`src/rtl/mem_stage.sv`:
```
// MiniMIPS32 memory-access stage: data-RAM request/ack handshake, ack watchdog and MEM/WB register.
// Optional macro MEM_UNALIGNED_EXC_EN: misaligned word/half accesses raise adel_o/ades_o instead of being force-aligned.
module mem_stage #(
    parameter int unsigned ACK_TIMEOUT = 16
) (
    input  logic        cpu_clk_50M,
    input  logic        cpu_rst,
    input  logic        mem_valid_i,
    input  logic [7:0]  mem_aluop_i,
    input  logic [4:0]  mem_wa_i,
    input  logic        mem_wreg_i,
    input  logic        mem_whilo_i,
    input  logic        mem_mreg_i,
    input  logic [31:0] mem_wd_i,
    input  logic [31:0] mem_din_i,
    input  logic [63:0] mem_hilo_i,
    input  logic        flush_i,
    output logic        dreq_o,
    output logic [31:0] daddr_o,
    output logic [3:0]  dwe_o,
    output logic [3:0]  dre_o,
    output logic [31:0] dout_o,
    input  logic        dack_i,
    output logic        stall_req_o,
    output logic        timeout_o,
`ifdef MEM_UNALIGNED_EXC_EN
    output logic        adel_o,
    output logic        ades_o,
`endif
    output logic [7:0]  wb_aluop_o,
    output logic [4:0]  wb_wa_o,
    output logic        wb_wreg_o,
    output logic        wb_whilo_o,
    output logic        wb_mreg_o,
    output logic [31:0] wb_dreg_o,
    output logic [63:0] wb_dhilo_o,
    output logic [3:0]  wb_dre_o
);

    localparam logic [7:0] OP_LB  = 8'h90;
    localparam logic [7:0] OP_LBU = 8'h91;
    localparam logic [7:0] OP_LH  = 8'h92;
    localparam logic [7:0] OP_LHU = 8'h93;
    localparam logic [7:0] OP_LW  = 8'h94;
    localparam logic [7:0] OP_SB  = 8'h98;
    localparam logic [7:0] OP_SH  = 8'h99;
    localparam logic [7:0] OP_SW  = 8'h9A;
    localparam logic [15:0] WD_LAST = 16'(ACK_TIMEOUT - 1);

    typedef enum logic {S_IDLE, S_WAIT} state_t;

    typedef struct packed {
        logic [7:0]  aluop;
        logic [4:0]  wa;
        logic        wreg;
        logic        whilo;
        logic        mreg;
        logic [31:0] dreg;
        logic [63:0] dhilo;
        logic [3:0]  dre;
    } wb_t;

    state_t      state_q, state_d;
    logic [15:0] cnt_q, cnt_d;
    logic        flushed_q, flushed_d;
    logic        timeout_q, timeout_d;
    wb_t         held_q, held_d, wb_q, wb_d, cur_wb_s;
    logic [31:0] req_addr_q, req_addr_d, req_dout_q, req_dout_d;
    logic [3:0]  req_we_q, req_we_d, req_re_q, req_re_d;
    logic        is_load_s, is_store_s, misal_s, start_s, exc_s, wd_fire_s;
    logic [3:0]  lanes_s;
    logic [31:0] sdata_s;
`ifdef MEM_UNALIGNED_EXC_EN
    logic        adel_q, adel_d, ades_q, ades_d;

    assign misal_s = (((mem_aluop_i == OP_LW) || (mem_aluop_i == OP_SW)) && (mem_wd_i[1:0] != 2'b00))
                   || (((mem_aluop_i == OP_LH) || (mem_aluop_i == OP_LHU) || (mem_aluop_i == OP_SH)) && mem_wd_i[0]);
    assign adel_o  = adel_q;
    assign ades_o  = ades_q;
`else
    assign misal_s = 1'b0;
`endif

    // Decode access type, lane mask (offset 0 = lane 4'b1000) and byte-swapped store data.
    always_comb begin
        is_load_s  = 1'b0;
        is_store_s = 1'b0;
        lanes_s    = 4'b0000;
        sdata_s    = 32'h0000_0000;
        case (mem_aluop_i)
            OP_LB, OP_LBU: begin
                is_load_s = 1'b1;
                lanes_s   = 4'b1000 >> mem_wd_i[1:0];
            end
            OP_LH, OP_LHU: begin
                is_load_s = 1'b1;
                lanes_s   = mem_wd_i[1] ? 4'b0011 : 4'b1100;
            end
            OP_LW: begin
                is_load_s = 1'b1;
                lanes_s   = 4'b1111;
            end
            OP_SB: begin
                is_store_s = 1'b1;
                lanes_s    = 4'b1000 >> mem_wd_i[1:0];
                sdata_s    = {4{mem_din_i[7:0]}};
            end
            OP_SH: begin
                is_store_s = 1'b1;
                lanes_s    = mem_wd_i[1] ? 4'b0011 : 4'b1100;
                sdata_s    = {2{mem_din_i[7:0], mem_din_i[15:8]}};
            end
            OP_SW: begin
                is_store_s = 1'b1;
                lanes_s    = 4'b1111;
                sdata_s    = {mem_din_i[7:0], mem_din_i[15:8], mem_din_i[23:16], mem_din_i[31:24]};
            end
            default: begin
                is_load_s  = 1'b0;
                is_store_s = 1'b0;
            end
        endcase
    end

    assign start_s   = !cpu_rst && (state_q == S_IDLE) && mem_valid_i && !flush_i
                       && (is_load_s || is_store_s) && !misal_s;
    assign exc_s     = !cpu_rst && (state_q == S_IDLE) && mem_valid_i && !flush_i
                       && (is_load_s || is_store_s) && misal_s;
    assign wd_fire_s = (ACK_TIMEOUT != 0) && (state_q == S_WAIT) && (cnt_q == WD_LAST);

    // Snapshot of the instruction in this stage as it would enter MEM/WB.
    always_comb begin
        cur_wb_s.aluop = mem_aluop_i;
        cur_wb_s.wa    = mem_wa_i;
        cur_wb_s.wreg  = mem_wreg_i;
        cur_wb_s.whilo = mem_whilo_i;
        cur_wb_s.mreg  = mem_mreg_i;
        cur_wb_s.dreg  = mem_wd_i;
        cur_wb_s.dhilo = mem_hilo_i;
        cur_wb_s.dre   = is_load_s ? lanes_s : 4'b0000;
    end

    // RAM request: live from the decode on entry, then from the captured copy until the ack.
    always_comb begin
        if (state_q == S_WAIT) begin
            dreq_o  = 1'b1;
            daddr_o = req_addr_q;
            dwe_o   = req_we_q;
            dre_o   = req_re_q;
            dout_o  = req_dout_q;
        end else if (start_s) begin
            dreq_o  = 1'b1;
            daddr_o = {mem_wd_i[31:2], 2'b00};
            dwe_o   = is_store_s ? lanes_s : 4'b0000;
            dre_o   = is_load_s ? lanes_s : 4'b0000;
            dout_o  = is_store_s ? sdata_s : 32'h0000_0000;
        end else begin
            dreq_o  = 1'b0;
            daddr_o = 32'h0000_0000;
            dwe_o   = 4'b0000;
            dre_o   = 4'b0000;
            dout_o  = 32'h0000_0000;
        end
    end

    // Handshake FSM next state; MEM/WB receives a bubble on every cycle that retires nothing.
    always_comb begin
        state_d     = state_q;
        cnt_d       = cnt_q;
        flushed_d   = flushed_q;
        held_d      = held_q;
        req_addr_d  = req_addr_q;
        req_we_d    = req_we_q;
        req_re_d    = req_re_q;
        req_dout_d  = req_dout_q;
        wb_d        = '0;
        timeout_d   = 1'b0;
        stall_req_o = 1'b0;
`ifdef MEM_UNALIGNED_EXC_EN
        adel_d      = exc_s && is_load_s;
        ades_d      = exc_s && is_store_s;
`endif
        case (state_q)
            S_IDLE: begin
                if (start_s) begin
                    state_d     = S_WAIT;
                    cnt_d       = 16'd0;
                    flushed_d   = 1'b0;
                    held_d      = cur_wb_s;
                    req_addr_d  = daddr_o;
                    req_we_d    = dwe_o;
                    req_re_d    = dre_o;
                    req_dout_d  = dout_o;
                    stall_req_o = 1'b1;
                end else if (mem_valid_i && !flush_i && !is_load_s && !is_store_s && !exc_s) begin
                    wb_d = cur_wb_s;
                end else begin
                    wb_d = '0;
                end
            end
            S_WAIT: begin
                flushed_d = flushed_q || flush_i;
                if (dack_i) begin
                    state_d = S_IDLE;
                    wb_d    = (flushed_q || flush_i) ? '0 : held_q;
                end else if (wd_fire_s) begin
                    state_d   = S_IDLE;
                    timeout_d = 1'b1;
                end else begin
                    cnt_d       = cnt_q + 16'd1;
                    stall_req_o = 1'b1;
                end
            end
            default: state_d = S_IDLE;
        endcase
    end

    // State and MEM/WB register update with synchronous reset.
    always_ff @(posedge cpu_clk_50M) begin
        if (cpu_rst) begin
            state_q    <= S_IDLE;
            cnt_q      <= 16'd0;
            flushed_q  <= 1'b0;
            timeout_q  <= 1'b0;
            held_q     <= '0;
            wb_q       <= '0;
            req_addr_q <= 32'h0000_0000;
            req_we_q   <= 4'b0000;
            req_re_q   <= 4'b0000;
            req_dout_q <= 32'h0000_0000;
`ifdef MEM_UNALIGNED_EXC_EN
            adel_q     <= 1'b0;
            ades_q     <= 1'b0;
`endif
        end else begin
            state_q    <= state_d;
            cnt_q      <= cnt_d;
            flushed_q  <= flushed_d;
            timeout_q  <= timeout_d;
            held_q     <= held_d;
            wb_q       <= wb_d;
            req_addr_q <= req_addr_d;
            req_we_q   <= req_we_d;
            req_re_q   <= req_re_d;
            req_dout_q <= req_dout_d;
`ifdef MEM_UNALIGNED_EXC_EN
            adel_q     <= adel_d;
            ades_q     <= ades_d;
`endif
        end
    end

    assign timeout_o  = timeout_q;
    assign wb_aluop_o = wb_q.aluop;
    assign wb_wa_o    = wb_q.wa;
    assign wb_wreg_o  = wb_q.wreg;
    assign wb_whilo_o = wb_q.whilo;
    assign wb_mreg_o  = wb_q.mreg;
    assign wb_dreg_o  = wb_q.dreg;
    assign wb_dhilo_o = wb_q.dhilo;
    assign wb_dre_o   = wb_q.dre;

endmodule

```
`config.mk`:
```
export PLATFORM = sky130hd
export DESIGN_NAME = mem_stage
export DESIGN_NICKNAME = d
export VERILOG_FILES = /design/src/rtl/mem_stage.sv
export SDC_FILE = /design/constraint.sdc
export NUM_CORES = 1
export LEC_CHECK = 0
export CAP_MARGIN = 20
export CORE_ASPECT_RATIO = 0.8
export CORE_MARGIN = 2
export CORE_UTILIZATION = 40
export CTS_CLUSTER_DIAMETER = 30
export DETAILED_ROUTE_END_ITERATION = 8
export PLACE_DENSITY = 0.65
export SETUP_SLACK_MARGIN = 0.3
export SLEW_MARGIN = 5
export SYNTH_ARGS = -nofsm -noshare
export SYNTH_HDL_FRONTEND = slang
export SYNTH_SLANG_ARGS = --single-unit
export TNS_END_PERCENT = 1
```
`constraint.sdc`:
```
create_clock -name cpu_clk_50M -period 3.3 [get_ports cpu_clk_50M]
set_clock_uncertainty 0.2 [all_clocks]
set_input_delay 0.66 -clock cpu_clk_50M [delete_from_list [all_inputs] [get_ports cpu_clk_50M]]
set_output_delay 0.66 -clock cpu_clk_50M [all_outputs]
set_load 0.01 [all_outputs]
```
==> reports/metrics.cfg <==
[final_layout]
fin_nets = 1922
nFillCells = 2475
drive_gt1_share_pct = 21.68
stdcell_area_sq_um = 19710
syn2layout_area_growth_pct = 59.85
multi_input_area_sq_um = 5729
regArea_sq_um = 6474
final_core_util_pct = 64.87

[power_and_ir_drop]
sw_frac_of_total_pct = 22.40
finalPower_w = 0.01134
power_frac_comb_pct = 6.2
p_per_area_nw_per_um2 = 575.5
p_switching_w = 0.002540
clkPwrFrac_pct = 58.9
leakagePower_nw = 8.076
ir_drop_uv = 397.7
seqPwrFrac_pct = 35.0
cell_internal_pwr_w = 0.008801

[sta]
maxSlewHeadroom_pct = 44.24
post-route-min-period_ns = 3.122
hold_viol = 0
worst_slew_pin_slew_ns = 0.8364
rsz0062_at_grt = yes
timing.fmax_mhz = 320.3
drv_slew = 0
setup_tns_ns = 0
setup_viol = 0
layout_setup_ws_ns = 0.1777
timing.final.crit_share_pct = 94.62

[grt]
grt_max_degree = 113
antenna_found_initial = 2
grt_use_total_pct = 25.95
grt_overflow_total = 0
grt_pass1_wl_microns = 67590
grt_pass1_vias = 12250

[synth]
async_flop_share_pct = 0
syn_inst = 1333
yosysSeqAreaShare_pct = 52.45
netlist_top_cells_area = dfxtp_1, a32oi_1, a22o_1
yosys_warnings = 0
yosysMostFrequentCell = dfxtp_1
yosys.area.top_type = dfxtp_1
synth_ff_type = dfxtp_1
synth_cell_types = 56
yosysTopAreaCellShare_pct = 52.45
syn-num-nets = 1483
synthTopCellsByCount = dfxtp_1, nand2_1, nor2_1
syn_avg_cell_area_sq_um = 9.249
ys_seq_elements = 323
netlist_area_sq_um = 12330
synth_edf_count = 0

[clock_network]
cts_tree = built
numCtsBuffers = 66
clk_latency_ns = 0.54
cts.sinks = 323
htree_levels = 3
clk_pin_slew_ns = 0.05
root_buffer = clkbuf_16
clock_path_buffers = 3

[place]
routabilityCongestion = 0.8384
portBuffers = 339
pre_cts_slack_ns = -0.5571
dp_hpwl_microns = 26220
placed_area_sq_um = 16640

[floorplanning]
pin_count = 340
num_rows = 57
die_h_microns = 161.0
die_w_microns = 200.3
core_area_sq_um = 30380
die_area_sq_um = 32250
start_util_pct = 40.58

[routing]
dr.pass1.iters = 5
drt_iter0_markers = 803
wl_per_cell_microns = 19.55
drt-total-wl_microns = 43730
vias_per_cell = 5.548
num_vias = 12410
ant_nets = 0
drc_errors = 0

[critical_path]
max_stage_delay_ns = 0.19
worstPathCellList = buf_4, buf_6, buf_6, and3b_1, o211ai_1, buf_4, a31oi_4, buf_4, buf_4, buf_4, buf_4, buf_4, buf_4, buf_4, buf_4, buf_4, buf_4, buf_4, buf_6, buf_6, a31o_4
path_common_cell = buf_4
cp_max_fo = 5
cp-end-kind = flop
criticalPathCategory = in -> reg
slowest_stage = a31o_4
cp.required_ns = 3.54
cp.arrival_ns = 3.36
start_kind = primary input

[job]
cap_viol_max_count = 0

[status]
status = complete, no violations

[hold_path]
hold_class = reg -> reg

-- final cells by class --
type | instances | share of cell area, %
sequential | 323 | 32.85
multi-input combinational | 872 | 29.07
timing repair buffer | 500 | 23.69
clock buffer | 84 | 9.669
tap | 413 | 2.622
clock inverter | 34 | 1.898
inverter | 9 | 0.1778
antenna | 2 | 0.02539
-- through the flow --
stage | cells | hold slack [ns]
final | 2237 | 0.2498
after global routing | 2237 | 0.2653
after CTS | 2222 | 0.2522
after detailed placement | 2055 | 0.2426
after global placement | 2055 | 0.2339
after floorplan | 1333 | 0.2270
-- flip-flops by register name (all words and copies together) (netlist names), 4 cells and up --
| signal | cells |
|---|---|
| wb_aluop_o | 8 |
| req_re_q | 4 |
| req_addr_q | 32 |
| wb_dreg_o | 32 |
| req_dout_q | 32 |
| cnt_q | 16 |
| wb_dhilo_o | 64 |
| wb_dre_o | 4 |
| req_we_q | 4 |
| wb_wa_o | 5 |
| held_q | 116 |
-- worst max-delay path, delay by kind of cell --
family	cells	cell delay [ns]
buf+inv	17	2.08
simple gates	1	0.18
compound gates	3	0.43
-- power groups by stage --
stage                     clock (W)  sequential [W]  combinational, W
after CTS                   0.00679         0.00397          0.000671
final                       0.00667         0.00397          0.000698
after global routing        0.00697         0.00397          0.000737
after global placement            0         0.00404          0.000635
after floorplan                   0         0.00406          0.000199
after detailed placement          0         0.00404          0.000639
-- cell families (layout without fill, tap and decap cells) --
logic type,Yosys count,count (layout),share of synthesized area [%]
compound gates,396,396,24.53
buf+inv,138,627,4.729
mux,6,6,0.4871
xor+xnor,8,8,0.5683
other cells,0,2,0
fa+ha+maj,1,1,0.1015
flops,323,323,52.45
simple gates,461,461,17.14
-- metal layers --
metal	up-vias	part of all wire, %	global-route usage (%)
li1	5779	-	-
met1	6004	44	34.62
met2	530	46	40.61
met3	97	7.8	7.244
met4	0	2.7	8.889
met5	-	0	0
-- cells in the final DEF (no fill, tap or decap), types with 7 or more instances in the layout --
cell               n
inv_1              8
nand4_1           16
buf_6             22
and3_1             9
buf_12            17
dfxtp_1          321
clkinv_2           7
buf_2             28
clkbuf_8           9
clkbuf_2          31
o21ai_0           62
a22o_1           103
a32oi_1          110
dlygate4sd2_1     13
nor2_1           129
nand3_1           36
nand2_1          199
a21oi_1           15
clkinvlp_4         8
clkdlybuf4s50_1  256
a21o_1            46
clkinv_4           9
clkbuf_16         72
xnor2_1            7
buf_4            119
nand3b_1          12
a22oi_1            8
-- worst paths after layout --
check	startpoint	to	slack, ns	cells after the start
worst min-delay path	req_dout_q[10]	req_dout_q[10]	0.25	1
worst max register to register	state_q	held_q[1]	0.25	20
worst max-delay path	mem_aluop_i[3]	held_q[1]	0.18	21
worst min register to register	req_dout_q[10]	req_dout_q[10]	0.25	1
-- what timing repair did --
item	CTS	global route
gates cloned	3	1
gates resized for setup	260	99
endpoints found under the setup margin	74	75
setup buffers	46	12
hold buffers	0	0
pin swaps	21	15
Note: power is estimated with default switching activity, not from simulation.
